### config.mk
export PLATFORM = sky130hd
export DESIGN_NAME = cdb_arbiter
export DESIGN_NICKNAME = d
export VERILOG_FILES = /design/src/rtl/cdb_arbiter.sv
export SDC_FILE = /design/constraint.sdc
export NUM_CORES = 1
export LEC_CHECK = 0
export CAP_MARGIN = 40
export CORE_MARGIN = 2
export CORE_UTILIZATION = 46
export CTS_CLUSTER_DIAMETER = 50
export DETAILED_ROUTE_END_ITERATION = 8
export PLACE_DENSITY = 0.95
export SLEW_MARGIN = 30
export SYNTH_ARGS = -nofsm -noshare
export SYNTH_HDL_FRONTEND = slang
export SYNTH_SLANG_ARGS = --single-unit
### constraint.sdc
create_clock -name clk -period 11.9 [get_ports clk]
set_input_delay 2.38 -clock clk [delete_from_list [all_inputs] [get_ports clk]]
set_output_delay 2.38 -clock clk [all_outputs]
set_load 0.05 [all_outputs]
### src/rtl/cdb_arbiter.sv
// Common-data-bus arbiter: grants one finished functional-unit result per cycle
// round-robin and drives a registered broadcast plus a broadcast counter.
module cdb_arbiter #(
   parameter int unsigned NUM_UNITS  = 5,
   parameter int unsigned TAG_WIDTH  = 8,
   parameter int unsigned DATA_WIDTH = 32,
   parameter logic [TAG_WIDTH-1:0] NO_TAG = 8'h7F
) (
   input  logic                           clk,
   input  logic                           rst,
   input  logic [NUM_UNITS-1:0]           req_valid,
   input  logic [NUM_UNITS*TAG_WIDTH-1:0] req_tag,
   input  logic [NUM_UNITS*DATA_WIDTH-1:0] req_data,
   output logic [NUM_UNITS-1:0]           req_ready,
   output logic                           cdb_valid,
   output logic [TAG_WIDTH-1:0]           cdb_tag,
   output logic [DATA_WIDTH-1:0]          cdb_data,
   output logic                           err_tag,
   output logic [31:0]                    bcast_cnt
);

   localparam int unsigned PTR_W = (NUM_UNITS > 1) ? $clog2(NUM_UNITS) : 1;

   logic [PTR_W-1:0]      rr_ptr_q,    rr_ptr_d;
   logic                  cdb_valid_q, cdb_valid_d;
   logic [TAG_WIDTH-1:0]  cdb_tag_q,   cdb_tag_d;
   logic [DATA_WIDTH-1:0] cdb_data_q,  cdb_data_d;
   logic                  err_tag_q,   err_tag_d;
   logic [31:0]           bcast_cnt_q, bcast_cnt_d;

   logic [TAG_WIDTH-1:0]  tag_arr  [NUM_UNITS];
   logic [DATA_WIDTH-1:0] data_arr [NUM_UNITS];

   logic                  found;
   logic [PTR_W-1:0]      winner;
   logic                  grant;
   logic [TAG_WIDTH-1:0]  win_tag;
   logic [DATA_WIDTH-1:0] win_data;

   for (genvar g = 0; g < NUM_UNITS; g++) begin : g_unpack
      assign tag_arr[g]  = req_tag[g*TAG_WIDTH +: TAG_WIDTH];
      assign data_arr[g] = req_data[g*DATA_WIDTH +: DATA_WIDTH];
   end

   // Rotating scan from rr_ptr; the modulo is an explicit subtract so
   // non-power-of-two unit counts wrap correctly.
   always_comb begin
      logic [PTR_W:0]   sum;
      logic [PTR_W-1:0] idx;
      found  = 1'b0;
      winner = '0;
      sum    = '0;
      idx    = '0;
      for (int unsigned k = 0; k < NUM_UNITS; k++) begin
         sum = {1'b0, rr_ptr_q} + (PTR_W+1)'(k);
         if (sum >= (PTR_W+1)'(NUM_UNITS)) begin
            sum = sum - (PTR_W+1)'(NUM_UNITS);
         end
         idx = sum[PTR_W-1:0];
         if (!found && req_valid[idx]) begin
            found  = 1'b1;
            winner = idx;
         end
      end
   end

   assign grant    = found && !rst;
   assign win_tag  = tag_arr[winner];
   assign win_data = data_arr[winner];

   always_comb begin
      req_ready = '0;
      if (grant) begin
         req_ready[winner] = 1'b1;
      end
   end

   always_comb begin
      rr_ptr_d    = rr_ptr_q;
      cdb_valid_d = 1'b0;
      cdb_tag_d   = cdb_tag_q;
      cdb_data_d  = cdb_data_q;
      err_tag_d   = err_tag_q;
      bcast_cnt_d = bcast_cnt_q;
      if (grant) begin
         rr_ptr_d = (winner == PTR_W'(NUM_UNITS-1)) ? '0 : winner + PTR_W'(1);
         if (win_tag == NO_TAG) begin
            err_tag_d = 1'b1;
         end else begin
            cdb_valid_d = 1'b1;
            cdb_tag_d   = win_tag;
            cdb_data_d  = win_data;
            bcast_cnt_d = bcast_cnt_q + 32'd1;
         end
      end
   end

   always_ff @(posedge clk) begin
      if (rst) begin
         rr_ptr_q    <= '0;
         cdb_valid_q <= 1'b0;
         cdb_tag_q   <= NO_TAG;
         cdb_data_q  <= '0;
         err_tag_q   <= 1'b0;
         bcast_cnt_q <= '0;
      end else begin
         rr_ptr_q    <= rr_ptr_d;
         cdb_valid_q <= cdb_valid_d;
         cdb_tag_q   <= cdb_tag_d;
         cdb_data_q  <= cdb_data_d;
         err_tag_q   <= err_tag_d;
         bcast_cnt_q <= bcast_cnt_d;
      end
   end

   assign cdb_valid = cdb_valid_q;
   assign cdb_tag   = cdb_tag_q;
   assign cdb_data  = cdb_data_q;
   assign err_tag   = err_tag_q;
   assign bcast_cnt = bcast_cnt_q;

endmodule

After elaboration in Yosys (flattened, before gate mapping)
Cells that the tools add are included.
- input bits: 207
- output and inout bits: 79
- bits in registers: 77
- reductions and logical operators: 14
- mux-type cells: 36
- bitwise logic cells: 3
- add/sub/neg operators: 11
- magnitude comparators: 13
- eq/ne operators: 2
- operator list (cell ; count):
    32-bit binary-select mux with 3-bit select ; 1
    32-bit two-way mux ; 2
    3-bit two-way mux ; 11
    32-bit by 1-bit adder with 32-bit output (second input constant) ; 1
    8-bit binary-select mux with 3-bit select ; 1
    3-bit by 4-bit less-than comparator with 1-bit output (second input constant) ; 6
    4-bit by 3-bit greater-or-equal comparator with 1-bit output (second input constant) ; 4
    8-bit two-way mux ; 2
    1-bit binary-select mux with 3-bit select ; 5
    3-bit subtractor (second input constant) ; 5
    1-bit two-way mux ; 12
    3-bit by 2-bit adder with 4-bit output (second input constant) ; 2
    8-bit by 7-bit == test with 1-bit output (second input constant) ; 1
    1-bit logical AND ; 6
    1-bit logical NOT ; 5
    5-bit two-way mux ; 1
    3-bit by 1-bit adder with 4-bit output (second input constant) ; 1
    3-bit by 3-bit adder with 4-bit output (second input constant) ; 1
    4-bit greater-or-equal comparator (second input constant) ; 1
    3-bit NOT with 4-bit output ; 1
    2-bit AND reduction ; 2
    3-bit by 1-bit adder with 3-bit output (second input constant) ; 1
    1-bit demux with 3-bit select ; 1
    3-bit == test (second input constant) ; 1
    other kinds (4) ; 5

Depth between registers and ports, before layout
- depth after elaboration: 24
- depth in mapped cells: 24
- gate-level depth less buffers: 19

Worst setup path after synthesis
Ideal clock, no wire load.
- path kind: input-to-output
- start point: in req_valid[0]
- end point: out req_ready[2]
- arrival time: 6.162 ns
- required time: 9.520 ns
- buffers on the path: 3
- stages on the path: 13
- setup slack: 3.358 ns
- cells stage by stage: buf_2 -> mux4_2 -> mux2_4 -> o21a_2 -> or2_4 -> nor4b_4 -> and4_4 -> a311oi_1 -> nor2_4 -> inv_2 -> buf_2 -> buf_1 -> nor3_1
- longest elaborated chain between the ends: 20
- elaborated cells on any way between the ends: 35
- classes of those cells: order compare (2); mux (23); reduce/logical (10)
- ends and longest elaborated chain (item ; RTL line ; RTL):
    start: declaration ; 11 ; input logic [NUM_UNITS-1:0] req_valid,
    1-bit binary-select mux with 3-bit select ; 60 ; if (!found && req_valid[idx]) begin
    1-bit two-way mux (implied by the code) ; 60 ;
    1-bit two-way mux ; 60 ;
    1-bit logical NOT ; 60 ;
    1-bit logical AND ; 60 ;
    1-bit two-way mux ; 60 ;
    1-bit logical NOT ; 60 ;
    1-bit logical AND ; 60 ;
    (+4 left out) ; n/a ;
    1-bit logical NOT ; 60 ;
    1-bit logical AND ; 60 ;
    3-bit two-way mux ; 60 ;
    3-bit by 4-bit less-than comparator with 1-bit output (implied by the code) or 3-bit by 1-bit greater-or-equal comparator with 1-bit output (tied branches) ; 74 ; req_ready[winner] = 1'b1;
    1-bit logical AND (implied by the code) ; 74 ;
    1-bit two-way mux (implied by the code) ; 74 ;
    1-bit demux with 3-bit select ; 74 ;
    5-bit two-way mux * ; 73 ; if (grant) begin
    end: declaration ; 14 ; output logic [NUM_UNITS-1:0] req_ready,
Every way passes the cells marked *; elsewhere a longest branch is shown, timed or not. The select of a mux whose other input is x is not followed.

Final worst setup path
- start point: in req_valid[3]
- end point: out req_ready[3]
The elaborated chain is that of the path after synthesis.

==> summary.txt <==
Status
  • Status: finished, final reports clean

Floorplan
  • Core ar.: 0.0131 sq mm
  • I/O Pins: 286
  • Die area: 0.0142 sq mm
  • Die W: 119 um
  • Starting Density: 46.6%
  • Row count: 42
  • Die height: 119 um

Timing
  • Clk_skew: 0.00844 ns
  • Rel. slew slack: 45.8%
  • Fin crit share: 77.5%
  • FMAX: 108 MHz
  • Tightest Pin Transition: 0.812 ns
  • Slew Limit Fails: 0
  • Setup TNS: 0 ns
  • Min Tclk post-route: 9.23 ns
  • Final Hold Violating Endpoints: 0
  • # setup viols final: 0
  • RSZ-0062 raised after global routing: no

Placed design
  • Dpl cell area: 0.00903 sq mm
  • Dpl hpwl: 16800 um
  • PortBufs: 285
  • GP Congestion: 0.988

Worst setup path
  • Crit path buf inv count: 3
  • Max stage delay on crit path: 0.84 ns
  • Crit-path most repeated cell: clkdlybuf4s50_1
  • Crit-path max FO: 27
  • Worst setup SP type: input port
  • Critical path cell sequence: clkdlybuf4s50_1 > mux4_2 > mux2_4 > o21a_2 > or2_4 > nor4b_4 > and3_1 > a211oi_1 > nor2_4 > inv_4 > nor3_1 > clkdlybuf4s50_1
  • Worst setup EP type: output pin
  • Req. time, crit path: 9.52 ns
  • CP max stage cell: clkdlybuf4s50_1
  • Arr. time, crit path: 6.85 ns
  • WS Path Type: input port to output pin
  • CP delay by family, top: simple AND/OR/NAND/NOR gates

Finish
  • Post-layout util: 71.2%
  • Layout cell share with drive strength beyond 1: 10.3%
  • Syn-to-layout area delta: 52.8%
  • Final net count: 1190
  • Fin area: 0.00935 sq mm
  • Filler instances: 969
  • Reg area: 0.00154 sq mm
  • Area occupied by multi-input gates: 0.00425 sq mm

Pwr
  • Pwr dens: 381 mW/mm^2
  • Leak: 3.45 nW
  • Peak supply drop: 0.316 mV

CTS
  • Bufs on Longest Clock Path: 2
  • Clock transition at path regs: 0.06 ns
  • CTS tree: yes
  • CTS resizes: 0
  • Setup bufs post-CTS: 0
  • CTS sink count: 77
  • H-tree depth: 3
  • Insertion delay to the later sink of the worst-skew pair: 0.34 ns
  • Clock tree root buffer cell: clkbuf_16
  • Cts hold-fix bufs: 0
  • CTS buffer count: 9

Yosys
  • Cell count after synthesis: 720
  • Syn_area_per_cell: 8.50 sq um
  • Yosys warning count: 0
  • Ys async rst share: 0%
  • Synth area leaders: dfxtp_1 25%, mux2i_1 13%, a211oi_2 6.1%
  • Synth Flop Type: dfxtp_1
  • Synthesized area: 0.00612 sq mm
  • Top cells by count, synth: 80 x mux2i_1, 77 x dfxtp_1, 77 x nor2_1, 69 x a21oi_1
  • Area leader, netlist: dfxtp_1
  • Post-synth EDFFs: 0
  • Post-synthesis cell type count: 79
  • Cell with the most instances after synthesis: mux2i_1
  • Number of synthesized register bits: 77
  • Mapped Nets: 939
  • Yosys top cell area share: 25.2%
  • Sequential cell area fraction in the yosys report: 25.2%

Detailed routing
  • Initial DRC count: 516
  • DRC viols: 0
  • Initial DRT Pass Iterations: 5
  • Via count: 6882
  • Final WL: 22500 um
  • Wire length per cell: 19.5 um
  • Routed vias/inst: 5.97
  • Post-route ant nets: 0

Global routing
  • Total GRT Usage: 30.3%
  • Number of global-route vias before repair: 6593
  • GR Overflow Total: 0
  • Largest net degree at the start of global routing: 53
  • First-pass GRT wire length: 34600 um
  • Number of antenna violations at the first check in global routing: 1

Hold path
  • Hold/Removal Path Class: flip-flop to flip-flop

Run
  • Max Cap Viol: 0
[cells in the final DEF, fill, tap and decap left out, types with 5 or more instances in the layout]
cell and instances:
or3_1 8, clkbuf_16 9, nand2_1 35, dfxtp_1 77, o21ai_1 9, nand2b_1 14
nor3_1 17, mux2_2 5, nand3b_1 8, o31ai_1 6, ha_1 11, buf_4 9
and2_1 5, inv_1 13, a211oi_1 13, and3_1 8, mux2i_1 80, nor2b_1 9
xnor2_1 14, clkdlybuf4s50_1 284, nor2_1 77, o21ai_0 11, a21oi_1 69, nand3_1 20
o22ai_1 35, a211oi_2 30
[worst reg2reg max path, cell delays in order, from the launching register on]
cell and delay (ns):
dfxtp_1 0.75, inv_1 0.30, ha_1 0.70, mux4_2 0.57, mux2_4 0.29, o21a_2 0.14
or2_4 0.28, nor4b_4 0.43, and3_1 0.24, a211oi_1 0.11, nor2_4 0.47, inv_4 0.29
buf_4 0.45, mux2i_1 0.21, o21ai_0 0.41, nor4_4 0.08, buf_4 0.24, a21oi_4 0.59
buf_4 0.61, nor2_1 0.12, a211oi_1 0.27
[metrics by stage]
step,setup slack [ns],hold slack (ns),power [mW],cells
2_1_floorplan,3.36,0.688,2.57,720
6_report,2.67,0.493,3.56,1153
4_1_cts,2.69,0.497,3.55,1152
3_3_place_gp,2.81,0.459,3.16,1133
3_5_place_dp,2.68,0.473,3.24,1136
5_1_grt,2.42,0.526,3.76,1153
[registers in the layout, indices dropped and copies added (netlist names)]
register,flops
rr_ptr_q,3
cdb_data,32
err_tag,1
bcast_cnt,32
cdb_tag,8
cdb_valid,1
[report_power, final]
group | internal [mW] | leakage, nW | switching [mW]
Clock | 0.185 | 0.160 | 0.115
Combinational | 1.09 | 2.66 | 1.80
Sequential | 0.327 | 0.632 | 0.0455
[per-layer routing]
layer  routed length [um]  part of all wire [%]  track usage (%)
met1                 8870                    39             36.8
met2                10800                    48             51.4
met3                 1890                   8.4             7.85
met4                  920                   4.1             11.5
met5                    0                     0                0
[logic make-up after synthesis]
| family | count (synthesis) | share of synthesized area (%) |
|---|---|---|
| compound gates | 229 | 29.4 |
| simple gates | 227 | 19.5 |
| mux | 90 | 15.7 |
| flops | 77 | 25.2 |
| buf+inv | 71 | 5.58 |
| xor+xnor | 14 | 2.00 |
| fa+ha+maj | 12 | 2.58 |
[layout make-up]
cell class              count  share of cell area [%]
clock buffers               9                    2.41
clock inverters             7                    1.03
inverters                  15                   0.629
flip-flops and latches     77                    16.5
repair buffers            296                    31.6
well taps                 176                    2.35
diodes                      1                  0.0268
multi-input cells         572                    45.5
[worst paths after layout]
| kind | startpoint | endpoint | slack (ns) | cells after the start |
|---|---|---|---|---|
| setup reg to reg | rr_ptr_q[1] | cdb_data[1] | 4.27 | 20 |
| hold / removal | bcast_cnt[22] | bcast_cnt[22] | 0.49 | 1 |
| setup / recovery | req_valid[3] | req_ready[3] | 2.67 | 12 |
| hold reg to reg | bcast_cnt[22] | bcast_cnt[22] | 0.49 | 1 |
Note: power is estimated with default switching activity, not from simulation.
